File: src/rtl/bit_serializer.sv
`default_nettype none
// +--------------------------------------------------------------------------+
// | bit_serializer: WIDTH-bit word in over valid/ready, one bit per clock    |
// | out on w, with optional idle gap after each word.  Rev 1.0               |
// +--------------------------------------------------------------------------+
module bit_serializer #(
  parameter int WIDTH     = 8,
  parameter int GAP       = 0,
  parameter int MSB_FIRST = 1
) (
  input  logic             clk,
  input  logic             reset,
  input  logic [WIDTH-1:0] data_in,
  input  logic             data_valid,
  output logic             data_ready,
  output logic             w,
  output logic             w_valid,
  output logic             word_done,
  output logic             busy
);

  localparam int             CW       = (WIDTH > 1) ? $clog2(WIDTH) : 1;
  localparam logic [CW-1:0]  LAST_IDX = CW'(WIDTH - 1);
  localparam logic [CW-1:0]  CNT_ONE  = CW'(1);
  localparam logic [7:0]     GAP_INIT = (GAP > 0) ? 8'(GAP - 1) : 8'd0;

  localparam logic [1:0] S_IDLE  = 2'd0;
  localparam logic [1:0] S_SHIFT = 2'd1;
  localparam logic [1:0] S_GAP   = 2'd2;

  logic [1:0]       state_q, state_d;
  logic [CW-1:0]    cnt_q, cnt_d;
  logic [7:0]       gap_q, gap_d;
  logic [WIDTH-1:0] sreg_q, sreg_d;
  logic             w_q, w_d;
  logic             w_valid_q, w_valid_d;
  logic             word_done_q, word_done_d;

  logic             w_first;
  logic [WIDTH-1:0] load_rest;
  logic             w_next;
  logic [WIDTH-1:0] shift_rest;
  logic [CW-1:0]    cnt_inc;
  logic             last_bit;
  logic             transfer;

  // The first bit goes straight to w on the load edge, so the shift register
  // only ever holds the bits still to come.
  generate
    if (MSB_FIRST != 0) begin : g_msb_first
      assign w_first    = data_in[WIDTH-1];
      assign load_rest  = {data_in[WIDTH-2:0], 1'b0};
      assign w_next     = sreg_q[WIDTH-1];
      assign shift_rest = {sreg_q[WIDTH-2:0], 1'b0};
    end else begin : g_lsb_first
      assign w_first    = data_in[0];
      assign load_rest  = {1'b0, data_in[WIDTH-1:1]};
      assign w_next     = sreg_q[0];
      assign shift_rest = {1'b0, sreg_q[WIDTH-1:1]};
    end
  endgenerate

  assign cnt_inc    = cnt_q + CNT_ONE;
  assign last_bit   = (state_q == S_SHIFT) && (cnt_q == LAST_IDX);
  assign data_ready = !reset && ((state_q == S_IDLE) || (last_bit && (GAP == 0)));
  assign transfer   = data_valid && data_ready;

  always_comb begin
    state_d     = state_q;
    cnt_d       = cnt_q;
    gap_d       = gap_q;
    sreg_d      = sreg_q;
    w_d         = 1'b0;
    w_valid_d   = 1'b0;
    word_done_d = 1'b0;

    case (state_q)
      S_IDLE: begin
        cnt_d = '0;
      end
      S_SHIFT: begin
        if (!last_bit) begin
          cnt_d       = cnt_inc;
          sreg_d      = shift_rest;
          w_d         = w_next;
          w_valid_d   = 1'b1;
          word_done_d = (cnt_inc == LAST_IDX);
        end else if (GAP > 0) begin
          state_d = S_GAP;
          gap_d   = GAP_INIT;
          cnt_d   = '0;
        end else begin
          state_d = S_IDLE;
          cnt_d   = '0;
        end
      end
      S_GAP: begin
        if (gap_q == 8'd0) begin
          state_d = S_IDLE;
        end else begin
          gap_d = gap_q - 8'd1;
        end
      end
      default: begin
        state_d = S_IDLE;
        cnt_d   = '0;
      end
    endcase

    // A load overrides whatever the state logic chose, including the
    // back-to-back case on the last bit of a word.
    if (transfer) begin
      state_d   = S_SHIFT;
      cnt_d     = '0;
      sreg_d    = load_rest;
      w_d       = w_first;
      w_valid_d = 1'b1;
    end
  end

  always_ff @(posedge clk or posedge reset) begin
    if (reset) begin
      state_q     <= S_IDLE;
      cnt_q       <= '0;
      gap_q       <= 8'd0;
      sreg_q      <= '0;
      w_q         <= 1'b0;
      w_valid_q   <= 1'b0;
      word_done_q <= 1'b0;
    end else begin
      state_q     <= state_d;
      cnt_q       <= cnt_d;
      gap_q       <= gap_d;
      sreg_q      <= sreg_d;
      w_q         <= w_d;
      w_valid_q   <= w_valid_d;
      word_done_q <= word_done_d;
    end
  end

  assign w         = w_q;
  assign w_valid   = w_valid_q;
  assign word_done = word_done_q;
  assign busy      = (state_q != S_IDLE);

endmodule
`default_nettype wire

File: config.mk
export PLATFORM = sky130hd
export DESIGN_NAME = bit_serializer
export DESIGN_NICKNAME = d
export VERILOG_FILES = /design/src/rtl/bit_serializer.sv
export SDC_FILE = /design/constraint.sdc
export NUM_CORES = 1
export LEC_CHECK = 0
export ABC_AREA = 1
export ABC_CLOCK_PERIOD_IN_PS = 1410
export BUFFER_PORTS_ARGS = -buffer_cell sky130_fd_sc_hd__buf_4
export CAP_MARGIN = 20
export CORE_MARGIN = 2
export CORE_UTILIZATION = 45
export CTS_CLUSTER_SIZE = 24
export DETAILED_ROUTE_END_ITERATION = 10
export GPL_ROUTABILITY_DRIVEN = 0
export PLACE_DENSITY = 0.68
export SLEW_MARGIN = 20
export SYNTH_ARGS = -nofsm -noshare
export SYNTH_HDL_FRONTEND = slang
export SYNTH_SLANG_ARGS = --single-unit
export TNS_END_PERCENT = 30
File: constraint.sdc
create_clock -name clk -period 1.41 [get_ports clk]
set_input_delay 0.282 -clock clk [delete_from_list [all_inputs] [get_ports clk]]
set_output_delay 0.282 -clock clk [all_outputs]
set_load 0.03 [all_outputs]
### Word level (Yosys, flattened, before mapping)

Cells that the tools add are included.

| word-level totals | value |
|---|---|
| bits in registers | 24 |
| bits in latches | 0 |
| bits in writable memories | 0 |
| memory bits (read-only) | 0 |
| bits of input ports | 11 |
| output and inout bits | 5 |
| word-level logic and storage cells | 49 |
| memories kept | 0 |

| cells by class | value |
|---|---|
| $add $sub $neg | 2 |
| $mul | 0 |
| divide/modulo/power cells | 0 |
| magnitude comparators | 0 |
| equal/unequal tests | 9 |
| shift operators | 0 |
| muxes and demuxes | 18 |
| bitwise gates (word level) | 1 |
| reduce and logical (&&, ||, !) cells | 12 |

Operators by type and width:

| kind | count |
|---|---|
| two-way mux 8 bit | 3 |
| logical NOT 8 bit | 1 |
| two-way mux 1 bit | 8 |
| subtractor 8 x 1 -> 8 bit (second input constant) | 1 |
| equality test 3 bit (second input constant) | 2 |
| two-way mux 2 bit | 3 |
| two-way mux 3 bit | 2 |
| inequality test 3 bit (second input constant) | 2 |
| one-hot mux 2 bit (3 select lines) | 1 |
| one-hot mux 3 bit (2 select lines) | 1 |
| inequality test 2 bit (second input constant) | 2 |
| AND reduction 2 bit | 2 |
| nonzero test 2 bit | 2 |
| adder 3 x 1 -> 3 bit (second input constant) | 1 |
| logical AND 1 bit | 3 |
| AND reduction 3 bit | 1 |
| equality test 2 x 1 -> 1 bit (second input constant) | 1 |
| equality test 2 bit (second input constant) | 1 |
| logical NOT 2 bit | 1 |
| inequality test 2 x 1 -> 1 bit (second input constant) | 1 |
| logical NOT 1 bit | 1 |
| logical OR 1 bit | 1 |
| inverter 1 bit | 1 |

### Longest topological paths before layout

Gate-level depths: netlist of the first run.

| logic depth | value |
|---|---|
| word-level depth | 7 |
| gate-level depth with buffers | 7 |
| depth with buffers taken out | 7 |

### Least setup slack after synthesis of the first run

OpenSTA, ideal clock, no wires.

| timing path | value |
|---|---|
| kind | flip-flop to output port |
| start point | register cnt_q[0] |
| end point | output port data_ready |
| arrival | 1.208 ns |
| data required time | 1.128 ns |
| slack | -0.080 ns |
| stages on the path, launching flop included | 5 |
| path buffers | 0 |
| path through | dfrtp_1 ha_1 ha_1 nor2_4 nor2_1 |

| between the ends | value |
|---|---|
| word-level cells in the longest chain between the ends | 4 |

Ends and longest elaborated chain:

| item | RTL line | text |
|---|---|---|
| from (decl) | 32 | `logic [CW-1:0] cnt_q, cnt_d;` |
| from (signal assigned) | 132 | `cnt_q <= cnt_d;` |
| equality test 3 bit | 64 | `assign last_bit = (state_q == S_SHIFT) && (cnt_q == LAST_IDX);` |
| logical AND 1 bit | 64 |  |
| logical OR 1 bit | 65 | `assign data_ready = !reset && ((state_q == S_IDLE) \|\| (last_bit && (GAP == 0)));` |
| logical AND 1 bit | 65 |  |
| to (decl) | 15 | `output logic data_ready,` |

No other way between the ends.

### Worst setup path after layout of the first run

Same ends and word-level chain as after synthesis.

==> results of run 1 <==
## path summary, 6_finish.rpt
check,end,slack [ns],start
max in group asynchronous,sreg_q[5],0.39,reset
min in group asynchronous,sreg_q[1],0.61,reset
hold / removal,w,0.24,data_in[7]
hold reg to reg,sreg_q[6],0.51,sreg_q[5]
setup / recovery,data_ready,-0.21,cnt_q[0]
setup reg to reg,sreg_q[7],-0.06,cnt_q[0]
## per-stage QoR
step                utilization, %  TNS [ns]  worst slack, ns  hold WS [ns]  power, W
finish                        65.6    -0.612           -0.213         0.244   0.00178
global placement              57.0         0          0.00344         0.313   0.00133
global route                  65.6     -1.36           -0.272         0.243   0.00191
floorplan                        -         0           0.0481         0.307   0.00116
CTS                           62.2    -0.269           -0.199         0.230   0.00170
detailed placement            57.0         0         0.000989         0.311   0.00135
## final cells by class
cell class | instances | area (um^2)
timing repair buffer | 24 | 190
fill | 133 | 524
inverter | 8 | 37.5
multi-input combinational | 44 | 365
clock buffer | 4 | 36.3
tap | 16 | 20.0
sequential | 14 | 350
## where the power goes
| part | internal [W] | switching (W) | leakage, nW |
|---|---|---|---|
| Clock | 0.000157 | 0.000132 | 0.0210 |
| Sequential | 0.000540 | 0.0000976 | 0.179 |
| Combinational | 0.000382 | 0.000471 | 0.318 |
| Total | 0.00108 | 0.000701 | 0.518 |
## repair_timing
item | in CTS | in global routing
endpoints found under the hold margin | 4 | 0
resized for setup | 4 | 6
buffers inserted | 2 | 2
endpoints found under the setup margin | 1 | 13
hold buffers | 1 | 0
pin swaps | 3 | 3
cloned | 0 | 1
## layout by cell type, fill, tap and decap left out, types with 3 or more instances in the layout
cell      count
nand3_1       3
clkbuf_4      3
nand2_1      11
buf_4        21
nor2_1        3
inv_1         5
nand3_2       5
nand4_1       6
dfrtp_1      14
o211ai_2      4
## state kept, by name, summed over array words and instances, names as in the netlist
name,flops
sreg_q,7
w,1
state_q,1
word_done,1
cnt_q,3
w_valid,1
## metal layers
metal,GRT usage [%],up-vias,part of all wire [%]
met5,0,-,0
met4,10.9,0,0.62
met3,2.45,2,4.3
met2,27.2,17,52
met1,20.4,276,43
li1,-,285,-
## logic make-up after synthesis
kind of cell               after synthesis  synth area share, %
and+or+nand+nor                         33                 28.6
DFF                                     14                 47.5
adders and majority gates                3                 5.09
AOI/OAI and AO/OA                        7                 10.0
buffers and inverters                   11                 8.81
## worst max-delay path, delay by kind of cell, from the launching register on
family | cells | cell delay [ns]
fa+ha+maj | 2 | 0.37
buf+inv | 1 | 0.13
flops | 1 | 0.39
simple gates | 2 | 0.16
==> metrics.txt, run 1 <==
post-route insts no fill 110; DRC violations left 0; number of synthesized flops with an enable pin 0; RSZ-0062 raised after global routing true; FF-to-FF path depth 8; Syn Inst Count 68; H-tree depth 1; initial antenna violation count 0; static leakage 0.518 nW; CTS tree yes; clock root cell clkbuf_4; die area 1980 um^2; Hold Vio Cnt, Final 0; Seq/Total Area, Yosys 47.5%; run status finished, violations left; critical path type reg2out; Num CTS Buffers 3; VDD IR max 923 uV; share of layout cells above drive strength 1 51.1%; Longest Clk Path Bufs 2; DPL Wire Length 905 um; Slew headroom 79.4%; Ys Warns 0; row cnt 14; die height 44.5 um; IO Port Bufs 15; Max Slew Vio Count 0; Yosys reg bits 14; final setup fails 11; First-pass DRT Iterations 4; gr ovfl total 0; Worst path most repeated cell nor2_4; CP required 1.13 ns; Data arrival, critical path 1.34 ns; f_max 616 MHz; Clock transition at path regs 0.09 ns; Post-Syn Nets 82; Final period util 115%; Synth top area share 47.5%; DR vias/cell 5.27; Area contributors post-synth dfrtp_1 (47%), nand3_2 (6.8%), o211ai_2 (6.8%); Final Cell Area 1000 um^2; post-synth cell types 18; ys flop type dfrtp_1; worst skew pair latency 0.28 ns; startpoint types flip-flop; post-synthesis instance area 738 um^2; vias in the first global route 549; final WL 1460 um; Detailed Route Iter0 Violations 14; GRT Total Usage 16.7%; final clock skew 0.00350 ns; IO Pins 16; hold crit path type in2reg; P per Cell Area 1780 nW/um^2; Syn-to-layout area delta 35.4%; failing checks setup timing; # diodes 0; Worst-Margin Slew 0.310 ns; clock sink count 14; placed cells 100; Max Fanout on Critical Path 2; slowest CP cell dfrtp_1; Hold Path Cell Cnt 3; critical path capture point type output pin; slowest stage delay, CP 0.39 ns; NumNets Final 109; post-synth top area cell dfrtp_1; vias 580; Synth async-reset ratio 100%; Max-Cap Viols 0; top cells by count, synth dfrtp_1 (14), nand2_1 (11), nand4_1 (6); total core area 1520 um^2; die width 44.5 um; global-route wire length before repair 2360 um; crit-path cells ha_2, ha_4, nor2_4, nor2_4, buf_6; WL per Instance 13.3 um; Cell Area, Placed 868 um^2; largest net degree at the start of global routing 19; Final min period 1.62 ns; Detail Route Antenna Nets 0; syn_area_per_cell 10.9 um^2; Worst Slack Setup Final -0.213 ns; Starting Density 48.4%; most common cell in the netlist dfrtp_1
Power figures use the tool's default switching activity.
==> run 2: changes to the inputs <==
--- a/config.mk
+++ b/config.mk
@@ -6,8 +6,8 @@
 export NUM_CORES = 1
 export LEC_CHECK = 0
 export ABC_AREA = 1
-export ABC_CLOCK_PERIOD_IN_PS = 1410
-export BUFFER_PORTS_ARGS = -buffer_cell sky130_fd_sc_hd__buf_4
+export ABC_CLOCK_PERIOD_IN_PS = 1400
+export BUFFER_PORTS_ARGS = -buffer_cell sky130_fd_sc_hd__buf_2
 export CAP_MARGIN = 20
 export CORE_MARGIN = 2
 export CORE_UTILIZATION = 45
==> constraint.sdc (replaced) <==
create_clock -name clk -period 1.4 [get_ports clk]
set_input_delay 0.28 -clock clk [delete_from_list [all_inputs] [get_ports clk]]
set_output_delay 0.28 -clock clk [all_outputs]
set_load 0.03 [all_outputs]
==> run 2 against run 1 <==
The run still ends with setup timing left. Core utilization is 7.2 points lower. Setup slack better by 0.025 ns. First-iteration DRC count is 50% lower. Cell count is 4.5% lower. Critical path type unchanged.
==> metrics.txt, run 2 (same netlist as run 1, synthesis figures left out) <==
die area 1980 um^2 (unchanged); GRT Total Usage 17.6% (+0.92 points); CTS tree yes; DR vias/cell 5.29 (+0.25%); multi-input logic area 340 um^2 (-6.8%); VDD IR max 871 uV (-5.6%); Slew headroom 82.4% (+3.0 points); DPL Wire Length 1080 um (+19%); Critical R2R Capture sreg_q[7]; static leakage 0.472 nW (-8.9%); die height 44.5 um (unchanged); share of layout cells above drive strength 1 49.4% (-1.6 points); WHS 0.0325 ns (-0.211 ns); largest net degree at the start of global routing 20 (+1); final WL 1410 um (-3.4%); NumNets Final 105 (-3.7%); clock power share 13.9% (-2.3 points); Hold Vio Cnt, Final 0 (unchanged); Max Fanout on Critical Path 2 (unchanged); Syn-to-layout area delta 20.5%; Worst-Margin Slew 0.264 ns (-0.0456 ns); switch share 41.5% (+2.1 points); Crit path max-delay family flip-flops; vias 555 (-4.3%); hold crit path type in2async; die width 44.5 um (unchanged); IO Pins 16 (unchanged); # diodes 0 (unchanged); H-tree depth 1 (unchanged); clock root cell clkbuf_4; gr ovfl total 0 (unchanged); RSZ-0062 raised after global routing true; post-layout util 58.4% (-7.2 points); Max-Cap Viols 0 (unchanged); sum of negative setup slack -0.295 ns (+0.317 ns); Detailed Route Iter0 Violations 7 (-7); Longest Clk Path Bufs 2 (unchanged); crit path buf inv count 1 (unchanged); P per Cell Area 1780 nW/um^2 (+0.20%); FF-to-FF path depth 7 (-1); slowest CP cell dfrtp_1; First-pass DRT Iterations 4 (unchanged); Total Power 0.00159 W (-11%); Max Slew Vio Count 0 (unchanged); total core area 1520 um^2 (unchanged); most flop-heavy register sreg_q; Num CTS Buffers 3 (unchanged); Final period util 113%; Cell Area, Placed 831 um^2 (-4.3%); CP required 1.12 ns (about the same); most frequent cells in the layout dfrtp_1 (14), buf_2 (14), nand2_1 (11), nand4_1 (6), buf_4 (6); final setup fails 8 (-3); failing checks setup timing; initial antenna violation count 0 (unchanged); DRC violations left 0 (unchanged); Starting Density 48.4% (unchanged); Cell Int Power 0.000929 W (-14%); P_sw 0.000658 W (-6.1%); vias in the first global route 580 (+5.6%); Top Registers sreg_q x7, cnt_q x3; origin of the critical flop-to-flop path cnt_q[1]; global-route wire length before repair 2530 um (+7.3%); run status finished, violations left; startpoint types flip-flop; crit-path cells ha_2, ha_4, nor2_4, nor2_2, buf_6; Gate power share 46.4% (-1.5 points); Data arrival, critical path 1.31 ns (-0.03 ns); Final Cell Area 890 um^2 (-11%); fillers 129 (-3.0%); Reg area 350 um^2 (unchanged); final clock skew 0.000695 ns (-0.00280 ns); worst reg2reg setup slack -0.03 ns (+0.03 ns); slowest stage delay, CP 0.39 ns (about the same); row cnt 14 (unchanged); Clock transition at path regs 0.08 ns (about the same); Final min period 1.59 ns; Worst Slack Setup Final -0.188 ns (+0.0247 ns); critical path capture point type output pin; WL per Instance 13.4 um (+1.2%); critical path type reg2out; clock sink count 14 (unchanged); f_max 630 MHz; IO Port Bufs 15 (unchanged); Detail Route Antenna Nets 0 (unchanged); sequential share of power 39.7% (+3.9 points); max reg flops 7 (unchanged); stages on the worst setup path 5 (unchanged); worst skew pair latency 0.26 ns (-0.02 ns)
==> run 2: cell type report <==
type	count	share of cell area, %
Inverter	8	3.38
Sequential cell	14	39.4
Tap cell	16	2.25
Multi-Input combinational cell	43	38.3
Clock buffer	3	2.53
Timing Repair Buffer	21	14.2
==> run 2: how the worst max path moves through the flow <==
| stage | start | end |
|---|---|---|
| after detailed placement | cnt_q[1] | data_ready |
| after floorplan | cnt_q[0] | data_ready |
| final | cnt_q[1] | data_ready |
| after global placement | cnt_q[0] | data_ready |
| after CTS | cnt_q[1] | data_ready |
| after global routing | cnt_q[1] | data_ready |
==> run 2: worst reg2reg max path, cell delays in order (launching register included) <==
cell and delay, ns:
dfrtp_1 0.39, ha_2 0.20, ha_4 0.16, buf_4 0.13
inv_2 0.06, nand2_4 0.15, o211ai_1 0.13, nand3_1 0.09
==> run 2: metrics by stage <==
stage | instances | worst slack, ns
2_1_floorplan | 68 | 0.0401
3_3_place_gp | 100 | -0.00104
3_5_place_dp | 100 | -0.0131
4_1_cts | 105 | -0.171
5_1_grt | 105 | -0.249
6_report | 105 | -0.188
==> run 2: power groups by stage <==
stage / Sequential (W) / Clock, W / Combinational, W
after floorplan: 0.000708 / 0 / 0.000461
after global placement: 0.000625 / 0 / 0.000666
after detailed placement: 0.000637 / 0 / 0.000692
after CTS: 0.000631 / 0.000219 / 0.000748
after global routing: 0.000647 / 0.000241 / 0.000821
final: 0.000630 / 0.000220 / 0.000737
==> run 2: repair_timing <==
item                                    4_1_cts  5_1_grt
pin swaps                                     2        0
buffers inserted                              2        0
hold endpoints to repair                      0        0
hold buffers                                  0        0
gates cloned                                  0        0
gates resized for setup                       5        0
endpoints found under the setup margin        1       13
==> run 2: layer usage <==
layer | part of all wire (%) | vias up | track usage [%]
li1 | - | 276 | -
met1 | 44 | 262 | 22.5
met2 | 51 | 15 | 29.9
met3 | 3.6 | 2 | 3.67
met4 | 1.4 | 0 | 5.45
met5 | 0 | - | 0
==> run 3: changes to the inputs <==
--- a/config.mk
+++ b/config.mk
@@ -11,6 +11,7 @@
 export CAP_MARGIN = 20
 export CORE_MARGIN = 2
 export CORE_UTILIZATION = 45
+export CTS_BUF_LIST = sky130_fd_sc_hd__clkbuf_8 sky130_fd_sc_hd__clkbuf_16
 export CTS_CLUSTER_SIZE = 24
 export DETAILED_ROUTE_END_ITERATION = 10
 export GPL_ROUTABILITY_DRIVEN = 0
==> run 3 against run 2 <==
The run still ends with setup timing left. First-iteration DRC count shrank 14%. Wire length is 8.8% higher. Largest power group unchanged. Highest routed layer is now met3. Sequential power rose by 1%. Critical endpoint unchanged.
==> metrics.txt, run 3 (same netlist as run 1, synthesis figures left out) <==
run status finished, violations left; failing checks setup timing; switch share 39.6% (-1.9 points); Final period util 111% (-2.6 points); total core area 1520 um^2 (unchanged); Gate power share 46.9% (+0.5 points); RSZ-0062 raised after global routing true; origin of the critical flop-to-flop path cnt_q[1]; Data arrival, critical path 1.27 ns (-0.04 ns); hold crit path type in2async; Cell Int Power 0.00109 W (+17%); Detail Route Antenna Nets 0 (unchanged); IO Pins 16 (unchanged); WL per Instance 14.2 um (+5.8%); final clock skew 0.00124 ns (+0.000540 ns); Syn-to-layout area delta 28.3%; most flop-heavy register sreg_q; DPL Wire Length 1080 um (unchanged); critical path capture point type output pin; CP required 1.12 ns (about the same); Max Slew Vio Count 0 (unchanged); Final min period 1.55 ns (-0.0360 ns); max reg flops 7 (unchanged); Crit. Startpoint cnt_q[1]; die area 1980 um^2 (unchanged); fillers 126 (-2.3%); global-route wire length before repair 2660 um (+5.2%); gr ovfl total 0 (unchanged); H-tree depth 1 (unchanged); vias 592 (+6.7%); most frequent cells in the layout dfrtp_1 (14), buf_2 (14), buf_4 (8), nand2_1 (6), nand4_1 (6); post-layout util 62.2% (+3.8 points); final setup fails 9 (+1); cts hold-fix bufs 0 (unchanged); # diodes 0 (unchanged); critical path type reg2out; Detailed Route Iter0 Violations 6 (-1); clock power share 17.6% (+3.7 points); Clock transition at path regs 0.05 ns (-0.03 ns); Worst Slack Setup Final -0.152 ns (+0.0360 ns); GRT Total Usage 18.6% (+0.94 points); DRC violations left 0 (unchanged); Longest Clk Path Bufs 2 (unchanged); sum of negative setup slack -0.271 ns (+0.0236 ns); VDD IR max 1050 uV (+21%); f_max 644 MHz (+2.3%); vias in the first global route 628 (+8.3%); CTS tree yes; Max-Cap Viols 0 (unchanged); static leakage 0.497 nW (+5.4%); final WL 1540 um (+8.8%); Max Fanout on Critical Path 2 (unchanged); DR vias/cell 5.48 (+3.7%); largest net degree at the start of global routing 20 (unchanged); Starting Density 48.4% (unchanged); Num CTS Buffers 3 (unchanged); First-pass DRT Iterations 4 (unchanged); P per Cell Area 1900 nW/um^2 (+6.4%); Worst-Margin Slew 0.269 ns (+0.00500 ns); Slew headroom 82.0% (-0.33 points); initial antenna violation count 0 (unchanged); WHS 0.0721 ns (+0.0396 ns); share of layout cells above drive strength 1 56.5% (+7.1 points); Top Registers sreg_q x7, cnt_q x3; Hold Vio Cnt, Final 0 (unchanged); IO Port Bufs 15 (unchanged); clock sink count 14 (unchanged); NumNets Final 108 (+2.9%); worst skew pair latency 0.24 ns (-0.02 ns); sequential share of power 35.5% (-4.2 points); clock root cell clkbuf_8; row cnt 14 (unchanged); die height 44.5 um (unchanged); die width 44.5 um (unchanged); startpoint types flip-flop; P_sw 0.000711 W (+8.0%)
[run 3: cell types whose count changed in the layout (fill, tap and decap cells not counted)]
cell | previous run | this run
clkbuf_4 | 3 | 0
buf_6 | 1 | 2
nand2_1 | 11 | 6
clkbuf_8 | 0 | 3
buf_4 | 6 | 8
nand2_2 | 0 | 5
[run 3: stage by stage]
step	setup WS [ns]	instances	instance area [um^2]	total power, W
after floorplan	0.0401	68	741	0.00117
after global placement	-0.00104	100	831	0.00129
after detailed placement	-0.0131	100	831	0.00133
after CTS	-0.135	108	948	0.00181
after global routing	-0.192	108	947	0.00192
final	-0.152	108	947	0.00180
[run 3: worst max-delay path, cell delays in order (launching register included)]
cell	delay, ns
dfrtp_1	0.38
ha_2	0.20
ha_4	0.17
nor2_4	0.09
nor2_2	0.05
buf_6	0.14
[run 3: worst paths after layout]
kind	endpoint	slack [ns]	depth (start not counted)
worst min-delay path	sreg_q[3]	0.07	2
worst max register to register	sreg_q[4]	-0.03	7
max in group asynchronous	cnt_q[0]	0.97	3
worst max-delay path	data_ready	-0.15	5
worst min register to register	sreg_q[7]	0.52	2
min in group clk	sreg_q[1]	0.27	3
[run 3: area by class of cell]
type / count / area, um^2 / share of cell area (%)
multi-input combinational: 43 / 353 / 37.3
sequential: 14 / 350 / 37.0
timing repair buffer: 24 / 153 / 16.1
clock buffer: 3 / 41.3 / 4.36
inverter: 8 / 30.0 / 3.17
tap: 16 / 20.0 / 2.11
[run 3: what timing repair did]
| action | in CTS | in global routing |
|---|---|---|
| setup buffers | 5 | 1 |
| resized for setup | 11 | 1 |
| pin swaps | 2 | 1 |
| endpoints found under the setup margin | 1 | 13 |
| endpoints found under the hold margin | 0 | 0 |
[run 3: power groups by stage]
stage	Clock [W]	Combinational, W	Sequential [W]
2_1_floorplan	0	0.000461	0.000708
3_3_place_gp	0	0.000666	0.000625
3_5_place_dp	0	0.000692	0.000637
4_1_cts	0.000322	0.000847	0.000638
5_1_grt	0.000339	0.000920	0.000656
6_report	0.000316	0.000843	0.000639
[run 3: per-layer routing]
metal	routed length, um	GRT usage, %	vias up
met4	0	5.45	0
met1	643	21.9	295
met2	840	33.6	14
met5	0	0	-
met3	52	3.67	0
li1	-	-	283
